File: src/rtl/ram_bist_ctrl.sv
// ram_bist_ctrl: two-pass RAM self-test initiator (seeded pattern, then its inverse), reports pass/fail and first failing address
// Ports: i_Clk/i_Rst_L (sync, active low); i_Start/i_Seed start a run; o_Busy/o_Done/o_Pass/o_Fail_Pass/o_Fail_Addr status;
// o_Addr/o_Wr_DV/o_Wr_Data/o_Rd_En drive the RAM; i_Rd_DV/i_Rd_Data return read data one cycle after o_Rd_En.
// Optional macro RAM_BIST_STOP_ON_FAIL_EN: first mismatch or drain timeout ends the run immediately.
module ram_bist_ctrl #(
    parameter int WIDTH = 8,
    parameter int DEPTH = 4
) (
    input  logic                     i_Clk,
    input  logic                     i_Rst_L,
    input  logic                     i_Start,
    input  logic [WIDTH-1:0]         i_Seed,
    output logic                     o_Busy,
    output logic                     o_Done,
    output logic                     o_Pass,
    output logic                     o_Fail_Pass,
    output logic [$clog2(DEPTH)-1:0] o_Fail_Addr,
    output logic [$clog2(DEPTH)-1:0] o_Addr,
    output logic                     o_Wr_DV,
    output logic [WIDTH-1:0]         o_Wr_Data,
    output logic                     o_Rd_En,
    input  logic                     i_Rd_DV,
    input  logic [WIDTH-1:0]         i_Rd_Data
);
    localparam int AW = $clog2(DEPTH);
    localparam logic [AW-1:0] LAST = AW'(DEPTH - 1);

    typedef enum logic [2:0] {IDLE, WR_A, RD_A, DRAIN_A, WR_B, RD_B, DRAIN_B, DONE} state_t;

    state_t state, state_nxt;
    logic [WIDTH-1:0] seed, seed_nxt, wr_data_nxt;
    logic [AW-1:0] cmp_cnt, cmp_nxt, addr_nxt, fail_addr_nxt;
    logic [2:0] tmo_cnt, tmo_nxt;
    logic cmp_done, cmp_done_nxt, in_cmp_nxt;
    logic start_ok, is_wr, is_rd, is_drain, pass_b;
    logic rd_ok, last_rsp, all_rsp, mismatch, timeout, fail_evt;
    logic pass_nxt, fail_pass_nxt;

    function automatic logic [WIDTH-1:0] pat(input logic [WIDTH-1:0] s, input logic [AW-1:0] a, input logic b);
        pat = (s + WIDTH'(a)) ^ {WIDTH{b}};
    endfunction

    // Compare side runs off its own response counter so RAM latency never skews the expected value.
    always_comb begin
        start_ok = i_Start && (state == IDLE || state == DONE);
        is_wr    = state inside {WR_A, WR_B};
        is_rd    = state inside {RD_A, RD_B};
        is_drain = state inside {DRAIN_A, DRAIN_B};
        pass_b   = state inside {WR_B, RD_B, DRAIN_B};
        rd_ok    = i_Rd_DV && (is_rd || is_drain) && !cmp_done;
        last_rsp = rd_ok && cmp_cnt == LAST;
        all_rsp  = cmp_done || last_rsp;
        mismatch = rd_ok && i_Rd_Data != pat(seed, cmp_cnt, pass_b);
        timeout  = is_drain && !all_rsp && tmo_cnt == 3'd7;
        fail_evt = mismatch || timeout;
    end

    always_comb begin
        state_nxt = state;
        case (state)
            IDLE, DONE: state_nxt = start_ok ? WR_A : state;
            WR_A:       state_nxt = o_Addr == LAST ? RD_A : WR_A;
            RD_A:       state_nxt = o_Addr == LAST ? DRAIN_A : RD_A;
            DRAIN_A:    state_nxt = (all_rsp || timeout) ? WR_B : DRAIN_A;
            WR_B:       state_nxt = o_Addr == LAST ? RD_B : WR_B;
            RD_B:       state_nxt = o_Addr == LAST ? DRAIN_B : RD_B;
            DRAIN_B:    state_nxt = (all_rsp || timeout) ? DONE : DRAIN_B;
            default:    state_nxt = IDLE;
        endcase
`ifdef RAM_BIST_STOP_ON_FAIL_EN
        if (fail_evt) state_nxt = DONE;
`endif
    end

    // Outputs are registered from next-state values so they line up with the state they describe.
    always_comb begin
        seed_nxt      = start_ok ? i_Seed : seed;
        addr_nxt      = ((is_wr || is_rd) && o_Addr != LAST && state_nxt inside {WR_A, RD_A, WR_B, RD_B}) ? o_Addr + 1'b1 : '0;
        in_cmp_nxt    = state_nxt inside {RD_A, DRAIN_A, RD_B, DRAIN_B};
        cmp_nxt       = !in_cmp_nxt ? '0 : rd_ok ? (last_rsp ? '0 : cmp_cnt + 1'b1) : cmp_cnt;
        cmp_done_nxt  = in_cmp_nxt && all_rsp;
        tmo_nxt       = (is_drain && state_nxt == state) ? tmo_cnt + 3'd1 : '0;
        pass_nxt      = start_ok || (o_Pass && !fail_evt);
        fail_pass_nxt = start_ok ? 1'b0 : (fail_evt && o_Pass) ? pass_b : o_Fail_Pass;
        fail_addr_nxt = start_ok ? '0 : (fail_evt && o_Pass) ? cmp_cnt : o_Fail_Addr;
        wr_data_nxt   = (state_nxt inside {WR_A, WR_B}) ? pat(seed_nxt, addr_nxt, state_nxt == WR_B) : '0;
    end

    always_ff @(posedge i_Clk) begin
        if (!i_Rst_L) begin
            state       <= IDLE;
            seed        <= '0;
            cmp_cnt     <= '0;
            cmp_done    <= 1'b0;
            tmo_cnt     <= '0;
            o_Busy      <= 1'b0;
            o_Done      <= 1'b0;
            o_Pass      <= 1'b1;
            o_Fail_Pass <= 1'b0;
            o_Fail_Addr <= '0;
            o_Addr      <= '0;
            o_Wr_DV     <= 1'b0;
            o_Wr_Data   <= '0;
            o_Rd_En     <= 1'b0;
        end else begin
            state       <= state_nxt;
            seed        <= seed_nxt;
            cmp_cnt     <= cmp_nxt;
            cmp_done    <= cmp_done_nxt;
            tmo_cnt     <= tmo_nxt;
            o_Busy      <= !(state_nxt inside {IDLE, DONE});
            o_Done      <= state_nxt == DONE;
            o_Pass      <= pass_nxt;
            o_Fail_Pass <= fail_pass_nxt;
            o_Fail_Addr <= fail_addr_nxt;
            o_Addr      <= addr_nxt;
            o_Wr_DV     <= state_nxt inside {WR_A, WR_B};
            o_Wr_Data   <= wr_data_nxt;
            o_Rd_En     <= state_nxt inside {RD_A, RD_B};
        end
    end
endmodule

File: config.mk
export PLATFORM = sky130hd
export DESIGN_NAME = ram_bist_ctrl
export DESIGN_NICKNAME = d
export VERILOG_FILES = /design/src/rtl/ram_bist_ctrl.sv
export SDC_FILE = /design/constraint.sdc
export NUM_CORES = 1
export LEC_CHECK = 0
export CORE_ASPECT_RATIO = 1.25
export CORE_MARGIN = 2
export CORE_UTILIZATION = 52
export DETAILED_ROUTE_END_ITERATION = 8
export GPL_ROUTABILITY_DRIVEN = 0
export PLACE_DENSITY_LB_ADDON = 0.05
export SLEW_MARGIN = 10
export SYNTH_ARGS = -nofsm -noshare
export SYNTH_HDL_FRONTEND = slang
export SYNTH_SLANG_ARGS = --single-unit
File: constraint.sdc
create_clock -name i_Clk -period 3.54 [get_ports i_Clk]
set_clock_uncertainty 0.2 [all_clocks]
set_input_delay 0.708 -clock i_Clk [delete_from_list [all_inputs] [get_ports i_Clk]]
set_output_delay 0.708 -clock i_Clk [all_outputs]
set_load 0.03 [all_outputs]
* Word-level counts from Yosys, hierarchy flattened *
Index checks and enable logic that the tools add are counted.

storage, ports and cells
  register bits after elaboration = 35
  input port bits = 20
  output and inout port bits = 18
  word-level logic and storage cells = 93

cells by class
  add/subtract/negate cells = 5
  equality and inequality tests = 20
  muxes and demuxes = 11
  bitwise gates (word level) = 3
  reduce and logical (&&, ||, !) cells = 40

operator list
  operator               number
  $eq A3 B3 Y1 const B   9
  $pmux W3 S7            1
  $add A8 B2 Y8          2
  $xor A8 B8 Y8          2
  $logic_and A1 B1 Y1    13
  $eq A3 B2 Y1 const B   4
  $reduce_bool A2 Y1     6
  $mux W2                4
  $mux W8                1
  $ne A8 B8 Y1           1
  $reduce_bool A4 Y1     2
  $logic_or A1 B1 Y1     7
  $eq A3 B1 Y1 const B   2
  $logic_not A3 Y1       2
  $mux W3                2
  $reduce_and A2 Y1      3
  $add A2 B1 Y2 const B  2
  $eq A2 B2 Y1 const B   2
  $logic_not A1 Y1       4
  $reduce_or A2 Y1       2
  $add A3 B1 Y3 const B  1
  $eq A3 B3 Y1           1
  $mux W1                3
  $reduce_bool A3 Y1     1
  2 further kinds        2

* Longest topological paths before layout *
Gate-level depths: netlist of run 1.

  word-level depth = 19
  gate-level depth with buffers = 12
  depth with buffers taken out = 10

* Least setup slack after synthesis of run 1 *
No wires, ideal clock.

  kind = flip-flop to flip-flop
  from = register cmp_cnt[0]
  to = register o_Pass
  library setup time = 0.087 ns
  data arrival time = 2.478 ns
  slack = 0.775 ns
  cell stages (with the launch flop) = 8
  path buffers = 0
  clock period less this slack = 2.765 ns
  path through = dfxtp_1 > ha_1 > fa_1 > xor3_1 > or4b_2 > a21oi_1 > a21boi_0 > o31ai_1

on the way
  cells in the longest elaborated chain, start to end = 10
  elaborated cells on any way between the ends = 14
  those cells by class = add/sub: 1; eq/ne: 2; bitwise: 1; reduce/logical: 10

ends and longest elaborated chain
  element                                                                RTL line  RTL
  start, declared                                                        32        logic [AW-1:0] cmp_cnt, cmp_nxt, addr_nxt, fail_addr_nxt;
  start signal, assigned                                                 108       cmp_cnt <= cmp_nxt;
  parallel branches: the longest is 6 deep, another holds $add A8 B2 Y8  n/a
  $logic_or A1 B1 Y1 (*)                                                 55        fail_evt = mismatch || timeout;
  $logic_not A1 Y1 (*)                                                   83        pass_nxt = start_ok || (o_Pass && !fail_evt);
  $logic_and A1 B1 Y1 (*)                                                83
  $logic_or A1 B1 Y1 (*)                                                 83
  end signal, assigned                                                   113       o_Pass <= pass_nxt;
  end, declared                                                          15        output logic o_Pass,

Mark *: on every way between the ends.
A chain may end at the register's enable or synchronous reset.

* Final worst setup path of run 1 *
  from = input i_Start
  to = register o_Wr_Data[7]

on the way
  elaborated cells on any way between the ends = 15
  those cells by class = add/sub: 1; eq/ne: 4; mux: 4; bitwise: 1; reduce/logical: 5

RTL lines
  element               RTL line  RTL
  start, declared       11        input logic i_Start,
  $logic_and A1 B1 Y1   45        start_ok = i_Start && (state == IDLE || state == DONE);
  $mux W8               77        seed_nxt = start_ok ? i_Seed : seed;
  net seed_nxt[1]       31        logic [WIDTH-1:0] seed, seed_nxt, wr_data_nxt;
  $add A8 B2 Y8         40        pat = (s + WIDTH'(a)) ^ {WIDTH{b}};
  $xor A8 B8 Y8         40
  end signal, assigned  118       o_Wr_Data <= wr_data_nxt;
  end, declared         20        output logic [WIDTH-1:0] o_Wr_Data,

The timed path passes the listed nets, and every way through them passes these cells.

==> flow_summary.yaml, run 1 <==
setup_path:
  crit_path_top_delay_cell: "clkdlybuf4s50_1"
  cp_top_family: "multiplexers"
  crit_path_max_fanout: 8
  criticalPathCategory: "in -> reg"
  worstPathArrival_ps: 3080
  cp-end-kind: "register"
  cp.required_ps: 3550
  crit_chain: "clkdlybuf4s50_1, o21ai_4, mux2_2, ha_1, a21oi_1, or4_4, nor3_2, xor2_1, mux2i_1"
  cp.buffers_inverters: 1
  max_stage_delay_ps: 480
  cp-start-kind: "input pin"
cells_and_area:
  fin_cells: 324
  fin_nets: 299
  antennaDiodeCount: 0
  drive_gt1_frac: 0.0889
  area_delta_synth_final_pct: 24.6
  fillers: 351
global_route:
  grt_usage: 0.198
  grt_max_degree: 17
  grt_pass1_wl_um: 6770
  grt_pass1_vias: 1528
  grt_overflow: 0
  antenna_found_initial: 0
clock_network:
  h-tree-depth: 2
  cts_buffers: 5
  ctsResizeCount: 0
  clockRootBuffer: "clkbuf_8"
  clock_latency_ps: 290
  cts.sinks: 35
  tritoncts: "yes"
  clockBufferDepth: 2
  hold_buffers: 0
  cts_setup_buffers: 0
  clk_pin_slew_ps: 60
routing:
  drc: 0
  via_per_inst: 5.24
  post_drt_wl_per_cell_um: 12.6
  num_vias: 1698
  drt_iter0_markers: 76
  antenna_left: 0
  routed_wl_um: 4080
  firstDrtPassIters: 4
synth:
  avgSynthCellArea_um2: 9.21
  yosysWarnings: 0
  ys_seq_area_frac: 0.334
  synth_seq_cells: 35
  yosys.area_share.simple: 0.213
  yosysTopAreaCell: "dfxtp_1"
  async_flop_share: 0
  synth_cells: 228
  synth_fa_ha_area_frac: 0.0715
  syn-cell-area_um2: 2100
  synthMuxAreaShare: 0.116
  syn_nets: 258
  synth_top_area_share: 0.334
  synth-compound-area-share: 0.136
  synth_flop_cell: "dfxtp_1"
  synth_top_family_by_area: "simple AND/OR/NAND/NOR gates"
  synth_cell_types: 55
  synth_edf_count: 0
  synth.area.top_cells: "dfxtp_1, mux2i_1, ha_1, nor2_1, xnor2_1"
  synth_xor_area_frac: 0.0936
floorplan:
  die_w_um: 60.8
  die_y_um: 75.0
  initial_core_util: 0.550
  dieArea_um2: 4570
  fp-row-count: 25
  core_um2: 3820
  pin_count: 38
timing:
  tightest_slew_ps: 617
  finalHoldViolCount: 0
  clock.fmax_mhz: 327
  whs_ps: 258
  fin_crit_sh: 0.865
  rsz0062_at_grt: "no"
  drv_slew: 0
  fin_crit_ps: 3060
  max_slew_margin: 0.588
  setup_viol: 0
  tns_ps: 0
power_and_ir_drop:
  cellPowerDensity_nw_per_um2: 325
  ir_drop_v: 0.000314
  finalPower_uw: 851
  power.leakage_nw: 1.08
worst_hold_path:
  hold_path_class: "reg -> reg"
place:
  io_buffers: 37
  dp_hpwl_um: 3160
  placed_cells: 316
status:
  outcome: "finished, final reports clean"
run:
  drv_cap: 0
-- through the flow --
step	setup slack, ps	cell area [µm²]	util
after global placement	197	2530	0.664
after CTS	462	2620	0.686
final	479	2620	0.686
after global routing	273	2620	0.686
after floorplan	775	2100	-
after detailed placement	165	2530	0.664
-- tightest hold or removal path, stage by stage, from the launching register on --
cell and delay (ps):
dfxtp_1 310, nand2_1 50, mux2i_1 50
-- report_power, final --
part           internal [mW]  leakage (nW)  switching, mW
registers              0.408         0.285         0.0113
clock network          0.138        0.0422          0.134
logic                 0.0807         0.756         0.0783
-- path summary, 6_finish.rpt --
path | startpoint | endpoint | slack, ps | depth (start not counted)
hold reg to reg | o_Fail_Addr[0] | o_Fail_Addr[0] | 260 | 2
setup reg to reg | state[2] | o_Wr_Data[7] | 510 | 10
setup / recovery | i_Start | o_Wr_Data[7] | 480 | 9
hold / removal | o_Fail_Addr[0] | o_Fail_Addr[0] | 260 | 2
-- cell families (layout without fill, tap and decap cells) --
| group | Yosys count | after routing |
|---|---|---|
| multiplexers | 24 | 24 |
| AND/OR/NAND/NOR | 85 | 85 |
| XOR/XNOR | 19 | 19 |
| flip-flops | 35 | 35 |
| buffers and inverters | 17 | 59 |
| AO/OA/AOI/OAI | 37 | 37 |
| adder cells (fa/ha/maj) | 11 | 11 |
-- cell usage in the layout, fill, tap and decap left out, drive strengths merged, types with 3 or more instances in the layout --
cell and count:
clkdlybuf4s50 37, dfxtp 35, nor2 23, mux2i 21, nand2 18, inv 9, xnor2 9, nor3 9
xor2 8, ha 8, and2 8, clkbuf 7, nand3 6, a21oi 6, buf 5, o21ai 5
and3 5, nor4 4, o211ai 4, mux2 3, a21boi 3
-- final cells by class --
cell class              instances  area, µm²  area share
multi-input cells             176       1330       0.506
flip-flops and latches         35        701       0.268
repair buffers                 42        408       0.156
clock buffers                   7       76.3      0.0292
well taps                      54       67.6      0.0258
inverters                       9       33.8      0.0129
clock inverters                 1       5.00     0.00191
-- cells in the mapped netlist (5+ instances only) --
cell      number
inv_1          9
mux2i_1       21
xnor2_1        9
ha_1           8
xor2_1         8
nand2_1       18
clkbuf_1       5
a21oi_1        6
nor3_1         7
nand3_1        6
nor2_1        23
dfxtp_1       35
and2_1         7
-- routing by layer --
| layer | up-vias | global-route usage | share of wire |
|---|---|---|---|
| li1 | 898 | - | - |
| met1 | 769 | 0.260 | 0.49 |
| met2 | 26 | 0.309 | 0.45 |
| met3 | 5 | 0.0430 | 0.036 |
| met4 | 0 | 0.0870 | 0.018 |
| met5 | - | 0 | 0 |
-- sequential cells by signal, indices dropped and copies added, names as in the netlist --
| signal | flops |
|---|---|
| o_Addr | 2 |
| o_Busy | 1 |
| o_Wr_DV | 1 |
| seed | 8 |
| cmp_cnt | 2 |
| o_Done | 1 |
| cmp_done | 1 |
| state | 3 |
| o_Fail_Addr | 2 |
| tmo_cnt | 3 |
| o_Pass | 1 |
| o_Fail_Pass | 1 |
| o_Wr_Data | 8 |
| o_Rd_En | 1 |
(Power assumes the default switching activity.)
==> run 2, diff against run 1 <==
Settings changed: RECOVER_POWER from default to 100.
==> run 2 against run 1 <==
  * Cell count stayed put
  * Largest power group unchanged
  * Sequential power is essentially flat
  * Count of clock-buffer cells in the layout is the same
  * Utilization decreased by 0.49 points
  * Routed wire length fell by 0.42%
  * Setup slack got worse by 120 ps
  * Register-to-register slack got worse by 30 ps
  * First-iteration DRC count up 12%
  * Die area unchanged
  * Combinational power fell by 4%
  * Non-clock buffer count is the same
==> flow_summary.yaml, run 2 (same netlist as run 1, synthesis figures left out) <==
global_route:
  grt_usage: 0.198
  grt_overflow: 0
  antenna_found_initial: 0
  grt_pass1_wl_um: 6770
  grt_max_degree: 17
  grt_pass1_vias: 1528
clock_network:
  hold_buffers: 0
  cts.sinks: 35
  cts_buffers: 5
  tritoncts: "yes"
  clockBufferDepth: 2
  clk_pin_slew_ps: 70
  ctsResizeCount: 0
  cts_setup_buffers: 0
  clock_latency_ps: 290
  clockRootBuffer: "clkbuf_8"
  h-tree-depth: 2
power_and_ir_drop:
  cellPowerDensity_nw_per_um2: 325
  p_seq_frac: 0.496
  ir_drop_v: 0.000311
  power.leakage_nw: 1.11
  p_sw_frac: 0.265
  p_clk_frac: 0.322
  combPwrFrac: 0.182
  intPower_uw: 621
  p_sw_uw: 224
setup_path:
  timing.rr.start: "cmp_cnt[0]"
  cp_top_family: "multiplexers"
  worstPathArrival_ps: 3200
  criticalPathCategory: "in -> reg"
  cp.buffers_inverters: 1
  crit_start: "i_Start"
  cp-end-kind: "register"
  cp-start-kind: "input pin"
  crit_path_max_fanout: 8
  crit_path_top_delay_cell: "dlygate4sd3_1"
  max_stage_delay_ps: 600
  crit_chain: "dlygate4sd3_1, o21ai_4, mux2_1, ha_1, a21oi_1, or4_4, nor3_2, xor2_1, mux2i_1"
  cp.required_ps: 3550
timing:
  tightest_slew_ps: 847
  fin_crit_ps: 3180
  finalHoldViolCount: 0
  fin_crit_sh: 0.899
  drv_slew: 0
  setup_viol: 0
  tns_ps: 0
  clock.fmax_mhz: 314
  max_slew_margin: 0.428
  rsz0062_at_grt: "no"
cells_and_area:
  drive_gt1_frac: 0.0704
  layout_common_cells: "dfxtp_1, nor2_1, mux2i_1"
  reg_top3: "o_Wr_Data: 8 flops, seed: 8 flops"
  antennaDiodeCount: 0
  mostFrequentLayoutCell: "dfxtp_1"
  fin_nets: 299
  area_delta_synth_final_pct: 23.7
  fin_cells: 324
worst_hold_path:
  worstHoldStart: "o_Fail_Addr[0]"
  hold_path_class: "reg -> reg"
routing:
  drt_iter0_markers: 85
  post_drt_wl_per_cell_um: 12.5
  routed_wl_um: 4060
  firstDrtPassIters: 4
  via_per_inst: 5.25
  antenna_left: 0
  drc: 0
  num_vias: 1700
place:
  dp_hpwl_um: 3160
  placed_cells: 316
  io_buffers: 37
floorplan:
  fp-row-count: 25
  dieArea_um2: 4570
  pin_count: 38
  core_um2: 3820
  die_w_um: 60.8
  initial_core_util: 0.550
  die_y_um: 75.0
run:
  drv_cap: 0
status:
  outcome: "finished, final reports clean"
-- run 2: path summary, 6_finish.rpt --
path,to,slack (ps),cells after the start
max,o_Wr_Data[7],360,9
min,o_Fail_Addr[0],260,2
max reg2reg,o_Fail_Pass,480,9
min reg2reg,o_Fail_Addr[0],260,2
-- run 2: tightest hold or removal path: stages, from the launching register on --
cell and delay [ps]:
dfxtp_1 310, nand2_1 50, mux2i_1 50
-- run 2: power by group through the flow --
| stage | clock, mW | sequential (mW) | combinational [mW] |
|---|---|---|---|
| 6_report | 0.272 | 0.419 | 0.153 |
| 5_1_grt | 0.299 | 0.421 | 0.168 |
| 4_1_cts | 0.283 | 0.420 | 0.161 |
| 3_5_place_dp | 0 | 0.429 | 0.160 |
| 3_3_place_gp | 0 | 0.429 | 0.159 |
| 2_1_floorplan | 0 | 0.441 | 0.0880 |
-- run 2: cell type report --
| type | count | area, µm² |
|---|---|---|
| clock buffer | 7 | 76.3 |
| clock inverter | 1 | 5.00 |
| fill | 355 | 1220 |
| inverter | 9 | 33.8 |
| multi-input combinational | 176 | 1320 |
| sequential | 35 | 701 |
| tap | 54 | 67.6 |
| timing repair buffer | 42 | 397 |
-- run 2: per-layer routing --
metal / GRT usage / vias to the layer above / part of all wire
li1: - / 899 / -
met3: 0.0430 / 5 / 0.033
met4: 0.0870 / 0 / 0.018
met2: 0.309 / 28 / 0.46
met5: 0 / - / 0
met1: 0.260 / 768 / 0.49
-- run 2: stage by stage --
stage / hold slack, ps / power, mW / worst slack (ps) / util / instance area [µm²]
floorplan: 283 / 0.529 / 775 / - / 2100
global placement: 243 / 0.588 / 197 / 0.664 / 2530
detailed placement: 250 / 0.588 / 165 / 0.664 / 2530
CTS: 259 / 0.864 / 462 / 0.686 / 2620
global route: 276 / 0.888 / 149 / 0.681 / 2600
finish: 255 / 0.845 / 357 / 0.681 / 2600
==> run 3, diff against run 2 <==
Settings changed: SLEW_MARGIN 10 to 20.
==> results of run 3 <==
The final DEF is identical to that of run 2; final timing and power are the same.
